### src/rtl/qpack_pkg.sv
// rtl/qpack_pkg.sv - shared constants and FIFO entry type for the quantized output packer
package qpack_pkg;

    localparam int DATA_W  = 8;
    localparam int LANES   = 8;
    localparam int WORD_W  = DATA_W * LANES;
    localparam int LANE_W  = $clog2(LANES);
    localparam int ENTRY_W = WORD_W + LANES + 1;

    // One buffered output word: payload, per-lane valid mask, and end-of-row flag.
    typedef struct packed {
        logic [WORD_W-1:0] data;
        logic [LANES-1:0]  mask;
        logic              last;
    } qpack_entry_t;

endpackage

### src/rtl/qpack_sync_fifo.sv
// rtl/qpack_sync_fifo.sv - synchronous FIFO with combinational head read and level output
module qpack_sync_fifo #(
    parameter int WIDTH = 8,
    parameter int DEPTH = 4
) (
    input  logic                     clk,
    input  logic                     reset,
    input  logic                     push,
    input  logic [WIDTH-1:0]         wdata,
    input  logic                     pop,
    output logic [WIDTH-1:0]         rdata,
    output logic                     full,
    output logic                     empty,
    output logic [$clog2(DEPTH):0]   level
);

    localparam int AW = $clog2(DEPTH);

    logic [AW:0]      wr_ptr_q, wr_ptr_d;
    logic [AW:0]      rd_ptr_q, rd_ptr_d;
    logic [WIDTH-1:0] mem_q [DEPTH];
    logic [WIDTH-1:0] mem_d [DEPTH];
    logic             do_push;
    logic             do_pop;

    // Pointers carry one extra bit so equal indices can be told apart as full or empty.
    assign level = wr_ptr_q - rd_ptr_q;
    assign full  = (level == (AW+1)'(DEPTH));
    assign empty = (wr_ptr_q == rd_ptr_q);
    assign rdata = mem_q[rd_ptr_q[AW-1:0]];

    // A pop frees the head slot first, so a push into a full FIFO is accepted alongside a pop.
    always_comb begin
        do_pop   = pop && !empty;
        do_push  = push && (!full || do_pop);
        wr_ptr_d = wr_ptr_q;
        rd_ptr_d = rd_ptr_q;
        mem_d    = mem_q;
        if (do_push) begin
            mem_d[wr_ptr_q[AW-1:0]] = wdata;
            wr_ptr_d = wr_ptr_q + 1'b1;
        end
        if (do_pop) begin
            rd_ptr_d = rd_ptr_q + 1'b1;
        end
    end

    // Storage and pointer registers.
    always_ff @(posedge clk or posedge reset) begin
        if (reset) begin
            wr_ptr_q <= '0;
            rd_ptr_q <= '0;
            for (int i = 0; i < DEPTH; i++) begin
                mem_q[i] <= '0;
            end
        end else begin
            wr_ptr_q <= wr_ptr_d;
            rd_ptr_q <= rd_ptr_d;
            mem_q    <= mem_d;
        end
    end

endmodule

### src/rtl/quan_out_packer.sv
// rtl/quan_out_packer.sv - packs requantized bytes into words and buffers them; QPACK_STATS_EN adds push/drop counters
module quan_out_packer
    import qpack_pkg::*;
#(
    parameter int FIFO_DEPTH = 4
) (
    input  logic                          clk,
    input  logic                          reset,
    input  logic                          valid_in,
    input  logic [DATA_W-1:0]             q_in,
    input  logic                          last_in,
    output logic [WORD_W-1:0]             word_out,
    output logic [LANES-1:0]              byte_mask,
    output logic                          word_last,
    output logic                          word_valid,
    input  logic                          word_ready,
    output logic [$clog2(FIFO_DEPTH):0]   fifo_level,
    output logic                          overflow
`ifdef QPACK_STATS_EN
    ,
    output logic [31:0]                   words_pushed,
    output logic [31:0]                   words_dropped
`endif
);

    localparam logic [LANE_W-1:0] LAST_LANE = LANE_W'(LANES - 1);

    logic [LANE_W-1:0] lane_cnt_q, lane_cnt_d;
    logic [WORD_W-1:0] data_q, data_d;
    logic [LANES-1:0]  mask_q, mask_d;
    logic              push_q, push_d;
    qpack_entry_t      push_entry_q, push_entry_d;
    logic              overflow_q, overflow_d;

    logic [WORD_W-1:0] wr_data;
    logic [LANES-1:0]  wr_mask;
    logic              close;

    logic              fifo_full;
    logic              fifo_empty;
    logic [ENTRY_W-1:0] fifo_rdata;
    qpack_entry_t      head;
    logic              pop;
    logic              drop;

    // Merge the incoming byte into its lane; a closing byte hands the whole word to the push stage.
    always_comb begin
        lane_cnt_d   = lane_cnt_q;
        data_d       = data_q;
        mask_d       = mask_q;
        push_d       = 1'b0;
        push_entry_d = push_entry_q;
        wr_data      = data_q;
        wr_mask      = mask_q;
        close        = valid_in && ((lane_cnt_q == LAST_LANE) || last_in);
        for (int k = 0; k < LANES; k++) begin
            if (lane_cnt_q == LANE_W'(k)) begin
                wr_data[k*DATA_W +: DATA_W] = q_in;
                wr_mask[k]                  = 1'b1;
            end
        end
        if (valid_in) begin
            if (close) begin
                push_d            = 1'b1;
                push_entry_d.data = wr_data;
                push_entry_d.mask = wr_mask;
                push_entry_d.last = last_in;
                data_d            = '0;
                mask_d            = '0;
                lane_cnt_d        = '0;
            end else begin
                data_d     = wr_data;
                mask_d     = wr_mask;
                lane_cnt_d = lane_cnt_q + 1'b1;
            end
        end
    end

    // A push that finds the FIFO full with no simultaneous pop is lost and latched as overflow.
    assign pop  = !fifo_empty && word_ready;
    assign drop = push_q && fifo_full && !pop;

    always_comb begin
        overflow_d = overflow_q | drop;
    end

    // Assembly, registered push stage and sticky overflow flag.
    always_ff @(posedge clk or posedge reset) begin
        if (reset) begin
            lane_cnt_q   <= '0;
            data_q       <= '0;
            mask_q       <= '0;
            push_q       <= 1'b0;
            push_entry_q <= '0;
            overflow_q   <= 1'b0;
        end else begin
            lane_cnt_q   <= lane_cnt_d;
            data_q       <= data_d;
            mask_q       <= mask_d;
            push_q       <= push_d;
            push_entry_q <= push_entry_d;
            overflow_q   <= overflow_d;
        end
    end

    qpack_sync_fifo #(
        .WIDTH (ENTRY_W),
        .DEPTH (FIFO_DEPTH)
    ) u_fifo (
        .clk   (clk),
        .reset (reset),
        .push  (push_q),
        .wdata (push_entry_q),
        .pop   (pop),
        .rdata (fifo_rdata),
        .full  (fifo_full),
        .empty (fifo_empty),
        .level (fifo_level)
    );

    // Head fields are forced to zero while nothing is buffered.
    assign head       = fifo_rdata;
    assign word_valid = !fifo_empty;
    assign word_out   = word_valid ? head.data : '0;
    assign byte_mask  = word_valid ? head.mask : '0;
    assign word_last  = word_valid ? head.last : 1'b0;
    assign overflow   = overflow_q;

`ifdef QPACK_STATS_EN
    logic [31:0] words_pushed_q, words_pushed_d;
    logic [31:0] words_dropped_q, words_dropped_d;

    // Accepted pushes and drops are counted separately; both wrap naturally.
    always_comb begin
        words_pushed_d  = words_pushed_q;
        words_dropped_d = words_dropped_q;
        if (push_q && !drop) begin
            words_pushed_d = words_pushed_q + 32'd1;
        end
        if (drop) begin
            words_dropped_d = words_dropped_q + 32'd1;
        end
    end

    // Statistics counter registers.
    always_ff @(posedge clk or posedge reset) begin
        if (reset) begin
            words_pushed_q  <= '0;
            words_dropped_q <= '0;
        end else begin
            words_pushed_q  <= words_pushed_d;
            words_dropped_q <= words_dropped_d;
        end
    end

    assign words_pushed  = words_pushed_q;
    assign words_dropped = words_dropped_q;
`endif

endmodule

### config.mk
export PLATFORM = sky130hd
export DESIGN_NAME = quan_out_packer
export DESIGN_NICKNAME = d
export VERILOG_FILES = /design/src/rtl/qpack_pkg.sv /design/src/rtl/qpack_sync_fifo.sv /design/src/rtl/quan_out_packer.sv
export SDC_FILE = /design/constraint.sdc
export NUM_CORES = 1
export LEC_CHECK = 0
export BUFFER_PORTS_ARGS = -buffer_cell sky130_fd_sc_hd__buf_2
export CORE_MARGIN = 2
export CORE_UTILIZATION = 60
export DETAILED_ROUTE_END_ITERATION = 16
export PLACE_DENSITY = 0.77
export SLEW_MARGIN = 5
export SYNTH_ARGS = -nofsm -noshare
export SYNTH_HDL_FRONTEND = slang
export SYNTH_SLANG_ARGS = --single-unit
### constraint.sdc
create_clock -name clk -period 18.7 [get_ports clk]
set_input_delay 4.675 -clock clk [delete_from_list [all_inputs] [get_ports clk]]
set_output_delay 4.675 -clock clk [all_outputs]
set_load 0.1 [all_outputs]
# After elaboration in Yosys (flattened, before gate mapping)
# Index checks and enable logic that the tools add are counted.
# word_totals
reg_bits,448
input_bits,13
out_inout_bits,78
word_cells,77
# op_classes
add_sub_neg,4
order_cmp,3
eq_ne,9
mux,30
bitwise,3
reduce_logical,14
# op_table
op,n
$bwmux 292,1
$mux 73,3
$bmux 73 s2,1
$demux 73 s2,1
$mux 64,2
$mux 8,10
$eq 3x3->1 const B,5
$mux 1,11
$add 3x1->3 const B,3
$logic_and 1x1->1,7
$eq 3x2->1 const B,2
$ge 3x3->1 const B,2
$not 2->3,2
$eq 3x1->1 const B,1
$eq 3x3->1,1
$logic_not 1->1,3
$logic_not 3->1,1
$lt 3x1->1 const B,1
$mux 3,1
$sub 3x3->3,1
$logic_or 1x1->1,2
$reduce_and 2->1,1
$or 1x1->1,1

# Depth between registers and ports, before layout
# Gate-level depths: netlist of the first run.
# logic_depth
depth_word,6
ltp_mapped,10
depth_no_buf,7

# Modules after synthesis
# From an unflattened synthesis of the first run, not the netlist that was laid out.
# hier_totals
hier_cells,1380
hier_area_um2,20612.3
# modules_own_cells
module,instances,cells_each,area_each_um2,seq_area_each_um2
qpack_sync_fifo,1,748,13887.1,7457.2
quan_out_packer,1,632,6725.2,3753.6

# Worst setup path before layout of the first run
# Ideal clock, no wire load.
# synth_timing
path_type,register to output
start,register u_fifo.rd_ptr_q[1]
end,output port byte_mask[0]
arrival_ps,3596
required_time_ps,14025
setup_slack_ps,10429
stages_incl_launch_ff,9
n_path_buf,4
cell_sequence,dfrtp_1 -> buf_2 -> clkbuf_1 -> buf_2 -> inv_1 -> ha_1 -> nand3_1 -> clkbuf_1 -> and2_1
# synth_via
elab_chain_len,5
word_cells_on_any_way,6
cone_classes,eq/ne (1); mux (4); bitwise (1)
# synth_lines
element,line,text
"start, declared",qpack_sync_fifo.sv:20,"logic [AW:0] rd_ptr_q, rd_ptr_d;"
"start signal, assigned",qpack_sync_fifo.sv:58,rd_ptr_q <= rd_ptr_d;
$not 2->3 (implied by the code),qpack_sync_fifo.sv:30,assign rdata = mem_q[rd_ptr_q[AW-1:0]];
$bmux 73 s2,qpack_sync_fifo.sv:30,
$mux 73 (implied by the code) (2 in a row),qpack_sync_fifo.sv:30,
$mux 8 (*),quan_out_packer.sv:125,assign byte_mask = word_valid ? head.mask : '0;
"end, declared",quan_out_packer.sv:13,"output logic [LANES-1:0] byte_mask,"
# Mark *: on every way between the ends. The rest lies on a longest branch, timed or not. The select of a mux whose other input is x is not followed.

# Worst setup path after layout of the first run
# layout_timing
start,register u_fifo.rd_ptr_q[0]
end,output port byte_mask[6]
# The elaborated chain is that of the path after synthesis.

==> results of run 1 <==
## final cells by class
| class | count | area [um^2] |
|---|---|---|
| Clock buffer | 71 | 1380 |
| Clock inverter | 14 | 199 |
| Fill cell | 2253 | 10100 |
| Inverter | 14 | 60.1 |
| Multi-Input combinational cell | 892 | 7450 |
| Sequential cell | 448 | 11200 |
| Tap cell | 402 | 503 |
| Timing Repair Buffer | 111 | 608 |
## worst max-delay path by stage
stage          cells past startpoint  slack, ps                 to
2_1_floorplan                      1       1540          data_q[0]
3_3_place_gp                       5      10490  u_fifo.mem_q[230]
3_5_place_dp                       5      10390  u_fifo.mem_q[159]
4_1_cts                            4      10640       byte_mask[7]
5_1_grt                            5      10490   u_fifo.mem_q[20]
6_report                           4      10700       byte_mask[6]
## cells in the final DEF, fill, tap and decap left out, types with 7 or more instances in the layout
cell type,synthesis,final
and2_1,82,82
clkinv_2,0,8
clkbuf_8,0,7
o21ai_0,60,59
ha_1,13,13
a21oi_1,7,7
mux4_2,73,73
dfrtp_1,448,445
nor2_1,35,35
clkbuf_1,52,15
clkbuf_16,0,49
buf_4,1,21
a22o_1,56,56
o21ai_1,7,7
o2bb2ai_1,292,292
inv_1,13,12
buf_2,71,90
a31oi_1,16,16
mux2i_1,49,49
nand2_1,175,175
## state kept, by name (all words and copies together) (netlist names)
| name | count |
|---|---|
| push_entry_q | 73 |
| u_fifo.wr_ptr_q | 3 |
| mask_q | 8 |
| u_fifo.rd_ptr_q | 3 |
| overflow | 1 |
| lane_cnt_q | 3 |
| u_fifo.mem_q | 292 |
| push_q | 1 |
| data_q | 64 |
## routing by layer
metal	track usage	routed length, um	share of wire
met1	0.411	19900	0.43
met5	0	7	0.00015
met3	0.0369	2620	0.056
met2	0.480	23200	0.50
met4	0.0826	1020	0.022
## through the flow
stage | setup WS [ps] | total power [W] | cells
final | 10700 | 0.00389 | 1952
after global routing | 10490 | 0.00405 | 1952
after CTS | 10640 | 0.00391 | 1952
after detailed placement | 10390 | 0.00295 | 1867
after global placement | 10490 | 0.00292 | 1867
after floorplan | 1540 | 0.00262 | 1481
## report_power, final
group	internal, W	total (W)	switching [W]
combinational	0.000434	0.00162	0.00118
clock	0.000577	0.000954	0.000377
sequential	0.00117	0.00132	0.000148
## logic make-up (layout without fill, tap and decap cells)
family | after synthesis | in the layout | synth area share
buffers and inverters | 141 | 210 | 0.0324
adder cells (fa/ha/maj) | 14 | 14 | 0.00951
multiplexers | 123 | 123 | 0.112
AND/OR/NAND/NOR | 300 | 300 | 0.0708
XOR/XNOR | 6 | 6 | 0.00358
AO/OA/AOI/OAI | 449 | 449 | 0.189
flip-flops | 448 | 448 | 0.583
==> metrics.md, run 1 <==
| Metric | Value |
|---|---|
| Status | `finished clean` |
| Worst hold-check path type | `reg -> reg` |
| Drt wl/cell | `23.9 um` |
| Reg2Reg Depth | `7` |
| Die ar. | `33500 um^2` |
| Final Hold Fails | `0` |
| Final RePlAce weighted congestion | `0.777` |
| Share of cells above drive strength 1 | `0.175` |
| Seq/Total Area, Yosys | `0.583` |
| Die Y | `183 um` |
| Crit path kind | `reg -> out` |
| H-Tree Depth | `2` |
| DRT Pass-1 Iters | `5` |
| Max capacitance violation total | `0` |
| Pin count of the biggest net entering global routing | `120` |
| Drt initial violations | `1230` |
| Maximum clock path buffer count | `3` |
| Final HPWL DP | `25400 um` |
| Num CTS Buffers | `47` |
| GRT overflow | `0` |
| Crit-path cells | `buf_4, mux4_2, and2_1, buf_2` |
| Mean Syn Cell Area | `13.0 um^2` |
| R2R Path End | `u_fifo.mem_q[274]` |
| Final Cell Area | `21400 um^2` |
| Fin util | `0.679` |
| Post-synth top cells | `dfrtp_1 (448), o2bb2ai_1 (292), nand2_1 (175), and2_1 (82), mux4_2 (73)` |
| Slew Viols, Final | `0` |
| ANT cells | `0` |
| Drt via density | `6.65` |
| Root Driver | `clkbuf_16` |
| Post-Syn Instances | `1481` |
| CP startpoint | `u_fifo.rd_ptr_q[0]` |
| Post-DRT Antenna Nets | `0` |
| GRT Overall Usage | `0.290` |
| # hold bufs at CTS | `0` |
| Post-synthesis cell area | `19200 um^2` |
| Least-Margin Pin Slew | `1190 ps` |
| HP Start | `overflow` |
| Setup TNS | `0 ps` |
| Critical register-to-register path startpoint | `u_fifo.rd_ptr_q[0]` |
| Post-synth EDFFs | `0` |
| Startpoint Class | `register` |
| Drt drc | `0` |
| Min cycle time layout | `8000 ps` |
| Global-route wire length before repair | `76500 um` |
| Yosys top cell area share | `0.583` |
| Async S/R FF share, synth | `1.00` |
| RSZ-0062 raised after global routing | `false` |
| R2R Setup Slk | `14890 ps` |
| # rows | `65` |
| Synthesized flop and latch total | `448` |
| Worst path slowest cell | `buf_4` |
| Core box area | `31600 um^2` |
| Fmax | `0.125 GHz` |
| Post-CTS Setup Bufs | `0` |
| Initial antenna violation count | `1` |
| Power per cell area | `182 nW/um^2` |
| CP delay by family, top | `buffers and inverters` |
| Crit share post-route | `0.428` |
| Clk sinks | `448` |
| CP endpoint kind | `primary output` |
| Area delta synth->final | `11.5%` |
| Vias in the first global route | `13700` |
| Most frequent cell after synthesis | `dfrtp_1` |
| Leakage | `9.57 nW` |
| Port Buffers | `90` |
| Crit-path max FO | `48` |
| Warnings, synthesis | `0` |
| Worst EP arrival | `3320 ps` |
| I/O pins | `91` |
| Routed WL | `46700 um` |
| Final Net Count | `1541` |
| Hold WS | `455 ps` |
| Post-synth top flop | `dfrtp_1` |
| Hold Path End | `overflow` |
| Distinct cells, synth | `34` |
| WP buf/inv | `2` |
| Worst skew pair latency | `550 ps` |
| Maximum VDD drop | `0.000149 V` |
| Via count | `13000` |
| Die Width | `183 um` |
| Synth top area cells | `dfrtp_1 (58%), o2bb2ai_1 (13%), mux4_2 (8.6%)` |
| Area leader, netlist | `dfrtp_1` |
| Resize count post-CTS | `0` |
| Reg clk slew, reported paths | `60 ps` |
| Placed cell area | `19800 um^2` |
| Initial Util | `0.609` |
| CTS tree | `done` |
| Skew final | `12.5 ps` |
| Slew HR | `0.201` |
| Worst hold stages | `1` |
| Setup Viol. Count Final | `0` |
| Slowest Stage Delay on Critical Path | `890 ps` |
| Req. time, crit path | `14030 ps` |
| Syn nets | `1508` |
Power figures use the tool's default switching activity.
==> inputs of run 2 (changes only) <==
--- a/config.mk
+++ b/config.mk
@@ -5,6 +5,7 @@
 export SDC_FILE = /design/constraint.sdc
 export NUM_CORES = 1
 export LEC_CHECK = 0
+export ABC_AREA = 1
 export BUFFER_PORTS_ARGS = -buffer_cell sky130_fd_sc_hd__buf_2
 export CORE_MARGIN = 2
 export CORE_UTILIZATION = 60
==> constraint.sdc (replaced) <==
create_clock -name clk -period 7.8 [get_ports clk]
set_input_delay 1.95 -clock clk [delete_from_list [all_inputs] [get_ports clk]]
set_output_delay 1.95 -clock clk [all_outputs]
set_load 0.1 [all_outputs]
==> run 2 against run 1 <==
Compared with the run above:
- critical path depth is 1 higher
- flip-flop and latch count stayed put
- synthesized area is 9.7% higher
- clock-buffer cell count is 1 higher
- first-iteration DRC count is 60% higher
- design area is 6.4% higher
- clock skew is 5.1 ps lower
- final cell count is 55% higher
- wire length is 21% higher
- register-to-register slack worse by 12000 ps
- critical endpoint is now word_out[26]
==> metrics.md, run 2 <==
| Metric | Value |
|---|---|
| GRT Overall Usage | `0.314 (+0.0242)` |
| Worst skew pair latency | `550 ps (about the same)` |
| Final Hold Fails | `0 (unchanged)` |
| Num CTS Buffers | `46 (-2.1%)` |
| Root Driver | `clkbuf_16` |
| Post-DRT Antenna Nets | `0 (unchanged)` |
| Synth top area cells | `dfrtp_1 (53%), nand2_1 (13%), nand4_1 (8.7%)` |
| Routed WL | `56700 um (+21%)` |
| Fmax | `0.168 GHz` |
| Area leader, netlist | `dfrtp_1` |
| Die Y | `191 um (+4.6%)` |
| CP startpoint | `u_fifo.rd_ptr_q[0]` |
| WP buf/inv | `3 (+1)` |
| Most common library cell in the layout ignoring fill and taps | `nand2_1` |
| GRT overflow | `0 (unchanged)` |
| Req. time, crit path | `5850 ps (-8180 ps)` |
| Slack of the critical path | `1850 ps (-8850 ps)` |
| R2R Setup Slk | `3050 ps (-11840 ps)` |
| Skew final | `7.35 ps (-5.14 ps)` |
| Synthesized flop and latch total | `448 (unchanged)` |
| Async S/R FF share, synth | `1.00 (unchanged)` |
| CP endpoint kind | `primary output` |
| Area delta synth->final | `8.17%` |
| Worst EP arrival | `4000 ps (+680 ps)` |
| # rows | `68 (+4.6%)` |
| Most frequent cell after synthesis | `nand2_1` |
| Port Buffers | `90 (unchanged)` |
| Crit-path cells | `clkinv_2, buf_4, o21ai_0, a21oi_1, buf_2` |
| Largest regs | `u_fifo.mem_q (292), push_entry_q (73), data_q (64)` |
| Vias in the first global route | `17300 (+26%)` |
| Reg clk slew, reported paths | `60 ps (about the same)` |
| Seq/Total Area, Yosys | `0.532 (-0.0515)` |
| Drt initial violations | `1963 (+60%)` |
| HP Start | `u_fifo.mem_q[61]` |
| Syn nets | `2622 (+74%)` |
| Die ar. | `36600 um^2 (+9.5%)` |
| Commonest non-fill, non-tap cells in the layout | `nand2_1 (754), dfrtp_1 (445), nor2_1 (320)` |
| Startpoint Class | `register` |
| Post-synthesis cell area | `21100 um^2 (+9.7%)` |
| Mean Syn Cell Area | `8.12 um^2 (-37%)` |
| Setup WS pre-CTS | `2460 ps (-7940 ps)` |
| CP delay by family, top | `buffers and inverters` |
| Drt via density | `6.09 (-8.4%)` |
| Resize count post-CTS | `0 (unchanged)` |
| Drt drc | `0 (unchanged)` |
| Clk sinks | `448 (unchanged)` |
| Slew Viols, Final | `0 (unchanged)` |
| Worst hold-check path type | `reg -> reg` |
| Top reg by flops | `u_fifo.mem_q` |
| Setup crit end | `word_out[26]` |
| Drt wl/cell | `18.7 um (-22%)` |
| Slew HR | `0.190 (-0.0108)` |
| Reg2Reg Depth | `9 (+2)` |
| Post-CTS Setup Bufs | `0 (unchanged)` |
| Setup Viol. Count Final | `0 (unchanged)` |
| Crit. path cell count | `5 (+1)` |
| Max capacitance violation total | `0 (unchanged)` |
| H-Tree Depth | `2 (unchanged)` |
| Crit path kind | `reg -> out` |
| # hold bufs at CTS | `0 (unchanged)` |
| Yosys top cell area share | `0.532 (-0.0515)` |
| I/O pins | `91 (unchanged)` |
| Post-synth top cells | `nand2_1 (755), dfrtp_1 (448), nor2_1 (320), nand4_1 (293), o21ai_0 (285)` |
| Initial antenna violation count | `1 (unchanged)` |
| Min cycle time layout | `5950 ps` |
| Least-Margin Pin Slew | `1220 ps (+20.7 ps)` |
| Slowest Stage Delay on Critical Path | `1060 ps (+170 ps)` |
| Share of cells above drive strength 1 | `0.0814 (-0.0935)` |
| CTS tree | `done` |
| Setup TNS | `0 ps (unchanged)` |
| Die Width | `191 um (+4.6%)` |
| Via count | `18400 (+42%)` |
| Maximum clock path buffer count | `3 (unchanged)` |
| Final RePlAce weighted congestion | `0.814 (+4.8%)` |
| Post-synth EDFFs | `0 (unchanged)` |
| Warnings, synthesis | `0 (unchanged)` |
| Crit share post-route | `0.763` |
| Crit-path max FO | `83 (+73%)` |
| DRT Pass-1 Iters | `5 (unchanged)` |
| Core box area | `34500 um^2 (+9.5%)` |
| Pin count of the biggest net entering global routing | `223 (+86%)` |
| Status | `finished clean` |
| Number of flip-flops in the largest register | `292 (unchanged)` |
| R2R Path End | `u_fifo.mem_q[211]` |
| Post-synth top flop | `dfrtp_1` |
| Final Net Count | `2560 (+66%)` |
| Critical register-to-register path startpoint | `u_fifo.rd_ptr_q[1]` |
| Final HPWL DP | `30800 um (+21%)` |
| Global-route wire length before repair | `92200 um (+20%)` |
| Worst path slowest cell | `dfrtp_4` |
| Initial Util | `0.610 (+0.00123)` |
| Post-Syn Instances | `2595 (+75%)` |
| RSZ-0062 raised after global routing | `false` |
| Distinct cells, synth | `23 (-32%)` |
[run 2: changes by cell type after synthesis, moves of 73 or more]
cell,change
o2bb2ai_1,-292
nand2_1,+580
nor2_1,+285
nand4_1,+293
a21oi_1,+91
o21ai_0,+225
and2_1,-82
inv_1,+80
mux4_2,-73
[run 2: routing by layer]
metal	GRT usage	vias to the layer above	share of wire
met5	0	-	0
met2	0.506	836	0.48
li1	-	8528	-
met3	0.0419	90	0.086
met1	0.453	8975	0.42
met4	0.0778	0	0.018
[run 2: cell families (layout without fill, tap and decap cells)]
| group | count (synthesis) | in the layout | synth area share |
|---|---|---|---|
| AND/OR/NAND/NOR | 1380 | 1380 | 0.283 |
| flip-flops | 448 | 448 | 0.532 |
| AO/OA/AOI/OAI | 431 | 431 | 0.106 |
| buffers and inverters | 320 | 293 | 0.0698 |
| adder cells (fa/ha/maj) | 14 | 14 | 0.00867 |
| XOR/XNOR | 2 | 2 | 0.000831 |
| other | 0 | 1 | 0 |
[run 2: worst min-delay path by stage]
stage | to | depth (start not counted)
finish | u_fifo.mem_q[61] | 2
floorplan | u_fifo.mem_q[146] | 2
global placement | u_fifo.mem_q[151] | 2
global route | u_fifo.mem_q[31] | 2
CTS | u_fifo.mem_q[1] | 2
detailed placement | u_fifo.mem_q[48] | 2
[run 2: metrics by stage]
step	hold WS (ps)	instances	util	instance area (um^2)
after floorplan	437	2595	-	21100
after global placement	448	2940	0.615	21200
after detailed placement	453	2940	0.615	21200
after CTS	467	3023	0.660	22800
after global routing	475	3023	0.660	22800
final	464	3024	0.660	22800
[run 2: tightest hold or removal path, cell delays in order, from the launching register on]
cell and delay [ps]:
dfrtp_1 340, nand2_1 50, nand2_1 50
[run 2: layout make-up]
class	count	area, um^2
multi-input combinational	1827	8410
clock buffer	72	1450
inverter	97	372
clock inverter	11	109
tap	455	569
timing repair buffer	113	661
fill	2914	11700
antenna	1	2.50
sequential	448	11200
Power of run 2 is left out: the tool's default activity adds up to more than one toggle a clock period on the data nets, which glitch-free logic cannot reach.
